<file path="src/rtl/reg_ctrl_pkg.sv">
// Shared types for the register-transfer sequencer: op encodings, FSM states and the
// queued command record.
package reg_ctrl_pkg;

  localparam int unsigned IDX_W        = 3;
  localparam int unsigned DEF_NUM_REGS = 8;
  localparam int unsigned DEF_ACC_IDX  = 7;

  typedef enum logic [1:0] {
    OP_MOV      = 2'b00,
    OP_LOAD_ACC = 2'b01,
    OP_READ     = 2'b10,
    OP_RSVD     = 2'b11
  } op_e;

  typedef enum logic [1:0] {
    StIdle,
    StDrive,
    StLatch,
    StResp
  } state_e;

  typedef struct packed {
    op_e              op;
    logic [IDX_W-1:0] src;
    logic [IDX_W-1:0] dst;
  } cmd_t;

endpackage

</file>
<file path="src/rtl/reg_cmd_fifo.sv">
// Small synchronous command queue with async reset; a push into a full queue is taken
// when a pop happens in the same cycle.
module reg_cmd_fifo
  import reg_ctrl_pkg::*;
#(
  parameter int unsigned DEPTH = 2
) (
  input  logic clk,
  input  logic reset,
  input  logic push,
  input  cmd_t wdata,
  input  logic pop,
  output cmd_t rdata,
  output logic full,
  output logic empty
);

  localparam int unsigned PW = $clog2(DEPTH);

  cmd_t          mem [DEPTH];
  logic [PW-1:0] wptr_q;
  logic [PW-1:0] rptr_q;
  logic [PW:0]   count_q;
  logic          do_push;
  logic          do_pop;

  assign empty   = (count_q == '0);
  assign full    = (count_q == (PW + 1)'(DEPTH));
  assign do_pop  = pop & ~empty;
  assign do_push = push & (~full | do_pop);
  assign rdata   = mem[rptr_q];

  always_ff @(posedge clk) begin
    if (do_push) begin
      mem[wptr_q] <= wdata;
    end
  end

  always_ff @(posedge clk or posedge reset) begin
    if (reset) begin
      wptr_q  <= '0;
      rptr_q  <= '0;
      count_q <= '0;
    end else begin
      if (do_push) begin
        wptr_q <= wptr_q + 1'b1;
      end
      if (do_pop) begin
        rptr_q <= rptr_q + 1'b1;
      end
      unique case ({do_push, do_pop})
        2'b10:   count_q <= count_q + 1'b1;
        2'b01:   count_q <= count_q - 1'b1;
        default: count_q <= count_q;
      endcase
    end
  end

endmodule

</file>
<file path="src/rtl/reg_xfer_ctrl.sv">
// Register-file transfer sequencer driving one-hot read/write strobes on cpu_bus.
// Define REG_XFER_STATS_EN to build the saturating done/err counters.
module reg_xfer_ctrl
  import reg_ctrl_pkg::*;
#(
  parameter int unsigned NUM_REGS      = DEF_NUM_REGS,
  parameter int unsigned ACC_IDX       = DEF_ACC_IDX,
  parameter int unsigned SETTLE_CYCLES = 1,
  parameter int unsigned FIFO_DEPTH    = 2
) (
  input  logic                clk,
  input  logic                reset,
  input  logic                cmd_valid,
  output logic                cmd_ready,
  input  logic [1:0]          cmd_op,
  input  logic [IDX_W-1:0]    cmd_src,
  input  logic [IDX_W-1:0]    cmd_dst,
  output logic [NUM_REGS-1:0] read_en,
  output logic [NUM_REGS-1:0] write_en,
  output logic                bus_valid,
  output logic                busy,
  output logic                done,
  output logic                err,
  output logic [15:0]         xfer_count,
  output logic [7:0]          err_count
);

  localparam logic [3:0]       SETTLE_LAST = 4'(SETTLE_CYCLES - 1);
  localparam logic [IDX_W-1:0] ACC        = IDX_W'(ACC_IDX);

  state_e           state_q;
  op_e              cur_op_q;
  logic [IDX_W-1:0] cur_dst_q;
  logic [3:0]       settle_q;

  cmd_t fifo_in;
  cmd_t fifo_head;
  logic fifo_full;
  logic fifo_empty;
  logic fifo_pop;

  logic src_ok;
  logic dst_ok;
  logic go_drive;
  logic go_latch;
  logic head_ok;

  function automatic logic [NUM_REGS-1:0] onehot(input logic [IDX_W-1:0] idx);
    return NUM_REGS'(1) << idx;
  endfunction

  assign fifo_in  = '{op: op_e'(cmd_op), src: cmd_src, dst: cmd_dst};
  assign fifo_pop = (state_q == StIdle) && !fifo_empty;
  // A full queue still accepts when the FSM pops its head in the same cycle.
  assign cmd_ready = !fifo_full || fifo_pop;
  assign busy      = (state_q != StIdle) || !fifo_empty;

  reg_cmd_fifo #(
    .DEPTH(FIFO_DEPTH)
  ) u_fifo (
    .clk  (clk),
    .reset(reset),
    .push (cmd_valid && cmd_ready),
    .wdata(fifo_in),
    .pop  (fifo_pop),
    .rdata(fifo_head),
    .full (fifo_full),
    .empty(fifo_empty)
  );

  assign src_ok = 32'(fifo_head.src) < NUM_REGS;
  assign dst_ok = 32'(fifo_head.dst) < NUM_REGS;

  // Classify the head command; anything not driven or latched completes in RESP.
  always_comb begin
    go_drive = 1'b0;
    go_latch = 1'b0;
    head_ok  = 1'b0;
    case (fifo_head.op)
      OP_MOV: begin
        if (src_ok && dst_ok && fifo_head.dst != ACC) begin
          if (fifo_head.src == fifo_head.dst) begin
            head_ok = 1'b1;
          end else begin
            go_drive = 1'b1;
            head_ok  = 1'b1;
          end
        end
      end
      OP_LOAD_ACC: begin
        go_latch = 1'b1;
        head_ok  = 1'b1;
      end
      OP_READ: begin
        go_drive = src_ok;
        head_ok  = src_ok;
      end
      default: head_ok = 1'b0;
    endcase
  end

  always_ff @(posedge clk or posedge reset) begin
    if (reset) begin
      state_q   <= StIdle;
      cur_op_q  <= OP_MOV;
      cur_dst_q <= '0;
      settle_q  <= '0;
      read_en   <= '0;
      write_en  <= '0;
      bus_valid <= 1'b0;
      done      <= 1'b0;
      err       <= 1'b0;
    end else begin
      unique case (state_q)
        StIdle: begin
          if (!fifo_empty) begin
            cur_op_q  <= fifo_head.op;
            cur_dst_q <= fifo_head.dst;
            settle_q  <= '0;
            if (go_drive) begin
              read_en <= onehot(fifo_head.src);
              state_q <= StDrive;
            end else if (go_latch) begin
              write_en <= onehot(ACC);
              state_q  <= StLatch;
            end else begin
              done    <= head_ok;
              err     <= !head_ok;
              state_q <= StResp;
            end
          end
        end
        StDrive: begin
          if (settle_q != SETTLE_LAST) begin
            settle_q <= settle_q + 1'b1;
          end else if (cur_op_q == OP_READ) begin
            // READ spends one extra DRIVE cycle presenting bus_valid.
            if (bus_valid) begin
              read_en   <= '0;
              bus_valid <= 1'b0;
              done      <= 1'b1;
              state_q   <= StResp;
            end else begin
              bus_valid <= 1'b1;
            end
          end else begin
            write_en <= onehot(cur_dst_q);
            state_q  <= StLatch;
          end
        end
        StLatch: begin
          read_en  <= '0;
          write_en <= '0;
          done     <= 1'b1;
          state_q  <= StResp;
        end
        StResp: begin
          done    <= 1'b0;
          err     <= 1'b0;
          state_q <= StIdle;
        end
        default: state_q <= StIdle;
      endcase
    end
  end

`ifdef REG_XFER_STATS_EN
  logic [15:0] xfer_count_q;
  logic [7:0]  err_count_q;

  always_ff @(posedge clk or posedge reset) begin
    if (reset) begin
      xfer_count_q <= '0;
      err_count_q  <= '0;
    end else begin
      if (done && xfer_count_q != 16'hFFFF) begin
        xfer_count_q <= xfer_count_q + 1'b1;
      end
      if (err && err_count_q != 8'hFF) begin
        err_count_q <= err_count_q + 1'b1;
      end
    end
  end

  assign xfer_count = xfer_count_q;
  assign err_count  = err_count_q;
`else
  assign xfer_count = '0;
  assign err_count  = '0;
`endif

endmodule

</file>
<file path="config.mk">
export PLATFORM = sky130hd
export DESIGN_NAME = reg_xfer_ctrl
export DESIGN_NICKNAME = d
export VERILOG_FILES = /design/src/rtl/reg_ctrl_pkg.sv /design/src/rtl/reg_cmd_fifo.sv /design/src/rtl/reg_xfer_ctrl.sv
export SDC_FILE = /design/constraint.sdc
export NUM_CORES = 1
export LEC_CHECK = 0
export BUFFER_PORTS_ARGS = -buffer_cell sky130_fd_sc_hd__buf_2
export CAP_MARGIN = 0
export CORE_AREA = 4 4 83 85
export CTS_BUF_LIST = sky130_fd_sc_hd__clkbuf_8
export DETAILED_ROUTE_END_ITERATION = 8
export DIE_AREA = 0 0 87 89
export PLACE_DENSITY = 0.78
export SLEW_MARGIN = 20
export SYNTH_ARGS = -nofsm -noshare
export SYNTH_HDL_FRONTEND = slang
export SYNTH_SLANG_ARGS = --single-unit
</file>
<file path="constraint.sdc">
create_clock -name clk -period 2.8 [get_ports clk]
set_clock_uncertainty 0.1 [all_clocks]
set_input_delay 0.14 -clock clk [delete_from_list [all_inputs] [get_ports clk]]
set_output_delay 0.14 -clock clk [all_outputs]
set_load 0.01 [all_outputs]
</file>
# ---- After elaboration in Yosys (flattened, before gate mapping)
# Memory sizes are Yosys's and may differ from the RTL's.
# Index checks and enable logic that the tools add are counted.
dict set report word_totals {
  regBits 34
  ram_bits 16
  word_cells 116
  n_memories 1
}
# memory depth word_bits rd rd_ports_with_merged_regs write_ports line
set memory_table {}
lappend memory_table {u_fifo.mem 2 8 1 0 1 reg_cmd_fifo.sv:20} ;# cmd_t mem [DEPTH];
dict set report op_classes {
  addsub 5
  n_eq_ne 22
  shifts 2
  mux 43
  bitwise 6
  reduce_logical 25
}
# op n
set ops {}
lappend ops {{$mux 8} 10}
lappend ops {{$pmux 8 s3} 2}
lappend ops {{$ne 2x2->1 const B} 10}
lappend ops {{$reduce_and 6->1} 3}
lappend ops {{$mux 1} 17}
lappend ops {{$shl 1x3->8 const A} 2}
lappend ops {{$eq 2x2->1 const B} 6}
lappend ops {{$mux 2} 5}
lappend ops {{$reduce_and 3->1} 3}
lappend ops {{$mux 4} 2}
lappend ops {{$pmux 2 s4} 1}
lappend ops {{$pmux 4 s2} 1}
lappend ops {{$reduce_bool 2->1} 4}
lappend ops {{$eq 2x1->1 const B} 3}
lappend ops {{$logic_not 2->1} 3}
lappend ops {{$ne 3x3->1 const B} 2}
lappend ops {{$pmux 1 s2} 3}
lappend ops {{$add 4x1->4 const B} 1}
lappend ops {{$pmux 1 s4} 1}
lappend ops {{$pmux 2 s2} 1}
lappend ops {{$reduce_and 4->1} 1}
lappend ops {{$reduce_bool 4->1} 1}
lappend ops {{$eq 3x3->1} 1}
lappend ops {{$logic_not 1->1} 3}
lappend ops {{11 further kinds} 17}

# ---- Logic depth before layout (Yosys ltp)
# An unclocked memory read counts as a cell.
dict set report depth {
  word_depth 9
  depth_mapped 10
  ltp_nobuf 9
}

# ---- Modules after synthesis
# A second synthesis with hierarchy kept.
dict set report unflattened {
  hier_cells 246
  hier_area_um2 2710.1
}
# module instances cells_per_inst area_each_um2 seq_area_each_um2
set modules_own_cells {}
lappend modules_own_cells {reg_xfer_ctrl 1 201 1913.1 750.7}
lappend modules_own_cells {reg_cmd_fifo 1 45 797.0 580.6}

# ---- Least setup slack after synthesis
# Ideal clock, no wire load.
dict set report synth_path {
  path_type {reg-to-reg}
  start {reg u_fifo.rptr_q}
  end {reg write_en[0]}
  setup_ns 0.125
  t_arrival_ns 2.747
  t_required_ns 2.575
  slack_ns -0.172
  path_stages_with_launch 10
  synth_period_minus_slack_ns 2.972
  path_cell_list {dfrtp_1 > buf_2 > buf_1 > mux2i_1 > inv_1 > ha_1 > nor3b_1 > o31ai_1 > a2111oi_4 > mux2_2}
}
# element line
set synth_rtl {}
lappend synth_rtl {{start: declaration} reg_cmd_fifo.sv:22} ;# logic [PW-1:0] rptr_q;
lappend synth_rtl {{start signal: assignment} reg_cmd_fifo.sv:49} ;# rptr_q <= rptr_q + 1'b1;
lappend synth_rtl {{end signal: assignment} reg_xfer_ctrl.sv:124} ;# write_en <= onehot(ACC);
lappend synth_rtl {{end signal: assignment} reg_xfer_ctrl.sv:147} ;# write_en <= onehot(cur_dst_q);
lappend synth_rtl {{end: declaration} reg_xfer_ctrl.sv:19} ;# output logic [NUM_REGS-1:0] write_en,

==> key figures <==
Placed design
  – Detailed placement HPWL: between 3000 and 4000 um
  – DP Area: 2890 um^2
  – Routability cong.: 0.751
  – Cells after DPL: 358
  – IO Port Bufs: 31

Pwr
  – Clock network power share: 0.129
  – P_int: about 1900 uW
  – Logic pwr share: 0.481
  – Fraction of power spent switching nets: 0.397
  – Leakage: 0.00144 uW
  – Sequential power share: 0.390
  – Worst vdd ir: 0.598 mV
  – Cell Pwr Density: 1000 nW/um^2
  – Tot Pwr: approximately 3100 uW
  – Switching pwr: 1230 uW

Worst hold path
  – WHS Path Cells: 3
  – Hold Path Class: primary input to flip-flop
  – Hold Crit Start: cmd_valid
  – Worst hold endpoint: u_fifo.wptr_q

Critical path
  – Worst setup SP type: flip-flop
  – Crit Path Max Fanout: 8
  – RR Startpoint: u_fifo.rptr_q
  – R2R setup slack: 0.24 ns
  – R2r endpoint: write_en[6]
  – Critical Path Source: u_fifo.rptr_q
  – Reg2Reg Depth: 8
  – Setup crit end kind: flip-flop
  – CP required: 2.88 ns
  – Critical path class: flip-flop to flip-flop
  – Worst endpoint data arrival time: 2.64 ns

Synthesis
  – #FFs+latches synth: 50
  – Top-area cell type share of the netlist area: 0.315
  – Post-Syn Area: between 2000 and 3000 um^2
  – Syn_area_per_cell: between 10 and 15 um^2
  – Fraction of registers with async set/reset: 0.680
  – Post-Synthesis Cells: about 250
  – Synth top area cells: dfrtp_1 (31%), edfxtp_1 (18%), buf_4 (6.7%), mux2_2 (6.7%), ha_1 (5.6%)
  – Yosys Warn Count: 0
  – Yosys cell types: 45
  – Post-synthesis sequential area ratio: 0.492
  – EDFF count, synth: 16
  – Yosys top cell by area: dfrtp_1
  – Top FF cell, synth: dfrtp_1

Routing
  – Starting DRC count in detailed routing: 91
  – Post-DR vias/cell: 4.89
  – DRT Pass-1 Iters: 4
  – Vias: 1835
  – Drt drc: 0
  – Wire per inst: roughly 13 um
  – Post-route ant nets: 0
  – Routed wire length: 4730 um

Clocking
  – Clk sinks: 50
  – Later-pin clock latency in the skew report: 0.30 ns
  – CTS tree: done
  – Setup bufs post-CTS: 0
  – H-Tree Depth: 2
  – Clk slew on worst S/H paths: 0.08 ns
  – CTS Buf Count: 5
  – Root Driver: clkbuf_8
  – CTS max path bufs: 2

Global routing
  – Vias in the first global route: approximately 1700
  – Initial antenna violation count: 0
  – Largest net degree at the start of global routing: 35
  – Total grt overflow: 0
  – Total GRT Usage: 0.129
  – First-pass GRT wire length: 7940 um

Timing
  – RSZ-0062 raised after global routing: false
  – Highest Clock Rate: 0.391 GHz
  – Fin. max-slew vios: 0
  – Final Setup Violations: 0
  – Final hold slack: around 0.07 ns
  – Crit share post-route: 0.913
  – Setup tns final: 0 ns
  – Minimum clock period: 2.56 ns
  – Fin. Hold Viols: 0

Cells and area
  – Finished Layout Cells: around 380
  – Layout area overhead: 13.7%
  – Share of cells above drive strength 1: 0.225
  – Fin area: a little over 3000 um^2
  – Ant diodes: 0
  – NumNets Final: 320

Floorplan
  – Core area: 6200 um^2
  – Ports: 56
  – Die H: 89 um
  – Die area: about 7700 um^2
  – # rows: 29
  – Starting Density: 0.436
  – Die Width: roughly 87 um

Outcome
  – Status: finished clean

Flow run
  – Number of maximum-capacitance violations: 0
synth_stat cells (all sizes together) (2+ instances only):
cell type and count:
dfrtp 34, buf 29, nor2 25, inv 18, edfxtp 16, mux2 16
nand2 15, ha 12, o21ai 12, xnor2 8, a21oi 6, mux2i 6
nor3 6, xor2 5, nand3 4, nor4 4, nor3b 3, nor4b 3
a32oi 2, nor2b 2, o221ai 2, o32a 2
critical path: stages (launching register included):
cell and delay (ns):
dfrtp_1 0.42, mux2i_2 0.31, inv_1 0.10, ha_1 0.24, nor3b_1 0.20, o31ai_1 0.14, a2111oi_4 0.36, buf_4 0.22
mux2_2 0.34
layout by cell type (no fill, tap or decap), drive strengths merged, types with 2 or more instances in the layout:
cell type	Yosys	final
o221ai	2	2
nand3	4	4
xnor2	8	8
mux2i	6	6
nor4b	3	3
a21oi	6	6
clkbuf	1	5
xor2	5	5
ha	12	12
o32a	2	2
clkinv	0	2
mux2	16	16
dfrtp	34	34
o21ai	12	12
nor3b	3	3
nor2	25	25
nor2b	2	2
nand2	15	15
nor3	6	6
dlygate4sd3	0	9
buf	29	39
inv	18	19
conb	1	24
a32oi	2	2
nor4	4	4
edfxtp	16	16
final cells by class:
class	count	area (um^2)
Sequential cell	50	1330
Clock buffer	5	68.8
Timing Repair Buffer	48	305
Tap cell	77	96.3
Clock inverter	3	17.5
Multi-Input combinational cell	174	1190
Fill cell	549	3130
Inverter	18	67.6
kinds of logic (layout without fill, tap and decap cells):
family,after synthesis,in the layout,share of synthesized area
AO/OA/AOI/OAI,33,33,0.0870
XOR/XNOR,13,13,0.0421
adder cells (fa/ha/maj),12,12,0.0555
buffers and inverters,48,74,0.102
flip-flops,50,50,0.492
multiplexers,22,22,0.0888
other,1,24,0.00139
AND/OR/NAND/NOR,70,70,0.131
how the worst max path moves through the flow:
stage	to	slack (ns)	cells after the start
after floorplan	write_en[0]	0.005	9
after global placement	write_en[1]	0.29	8
after detailed placement	write_en[6]	0.23	8
after CTS	write_en[6]	0.20	8
after global routing	write_en[5]	0.05	8
final	write_en[6]	0.24	8
metal layers:
layer | wire length, um | global-route usage
met1 | 2000 | 0.161
met4 | 53 | 0.0382
met5 | 0 | 0
met3 | 245 | 0.0267
met2 | 2440 | 0.226
metrics by stage:
stage / utilization / worst slack (ns)
2_1_floorplan: - / 0.00506
3_3_place_gp: 0.466 / 0.293
3_5_place_dp: 0.466 / 0.228
4_1_cts: 0.495 / 0.202
5_1_grt: 0.495 / 0.0513
6_report: 0.495 / 0.245
power groups by stage:
stage	Clock, uW	Sequential, uW	Combinational (uW)
floorplan	0	1210	1090
global placement	0	1210	1440
detailed placement	0	1220	1480
CTS	412	1200	1500
global route	450	1240	1650
finish	400	1200	1480
repair_timing:
action,in CTS,in global routing
endpoints found under the setup margin,0,7
endpoints found under the hold margin,50,0
hold buffers,9,0
resized for setup,0,1
registers in the layout, summed over array words and instances (netlist names), 2 cells and up:
signal          cells
u_fifo.mem         16
read_en             8
write_en            8
settle_q            4
cur_dst_q           3
cur_op_q            2
state_q             2
u_fifo.count_q      2
(Power assumes the default switching activity.)
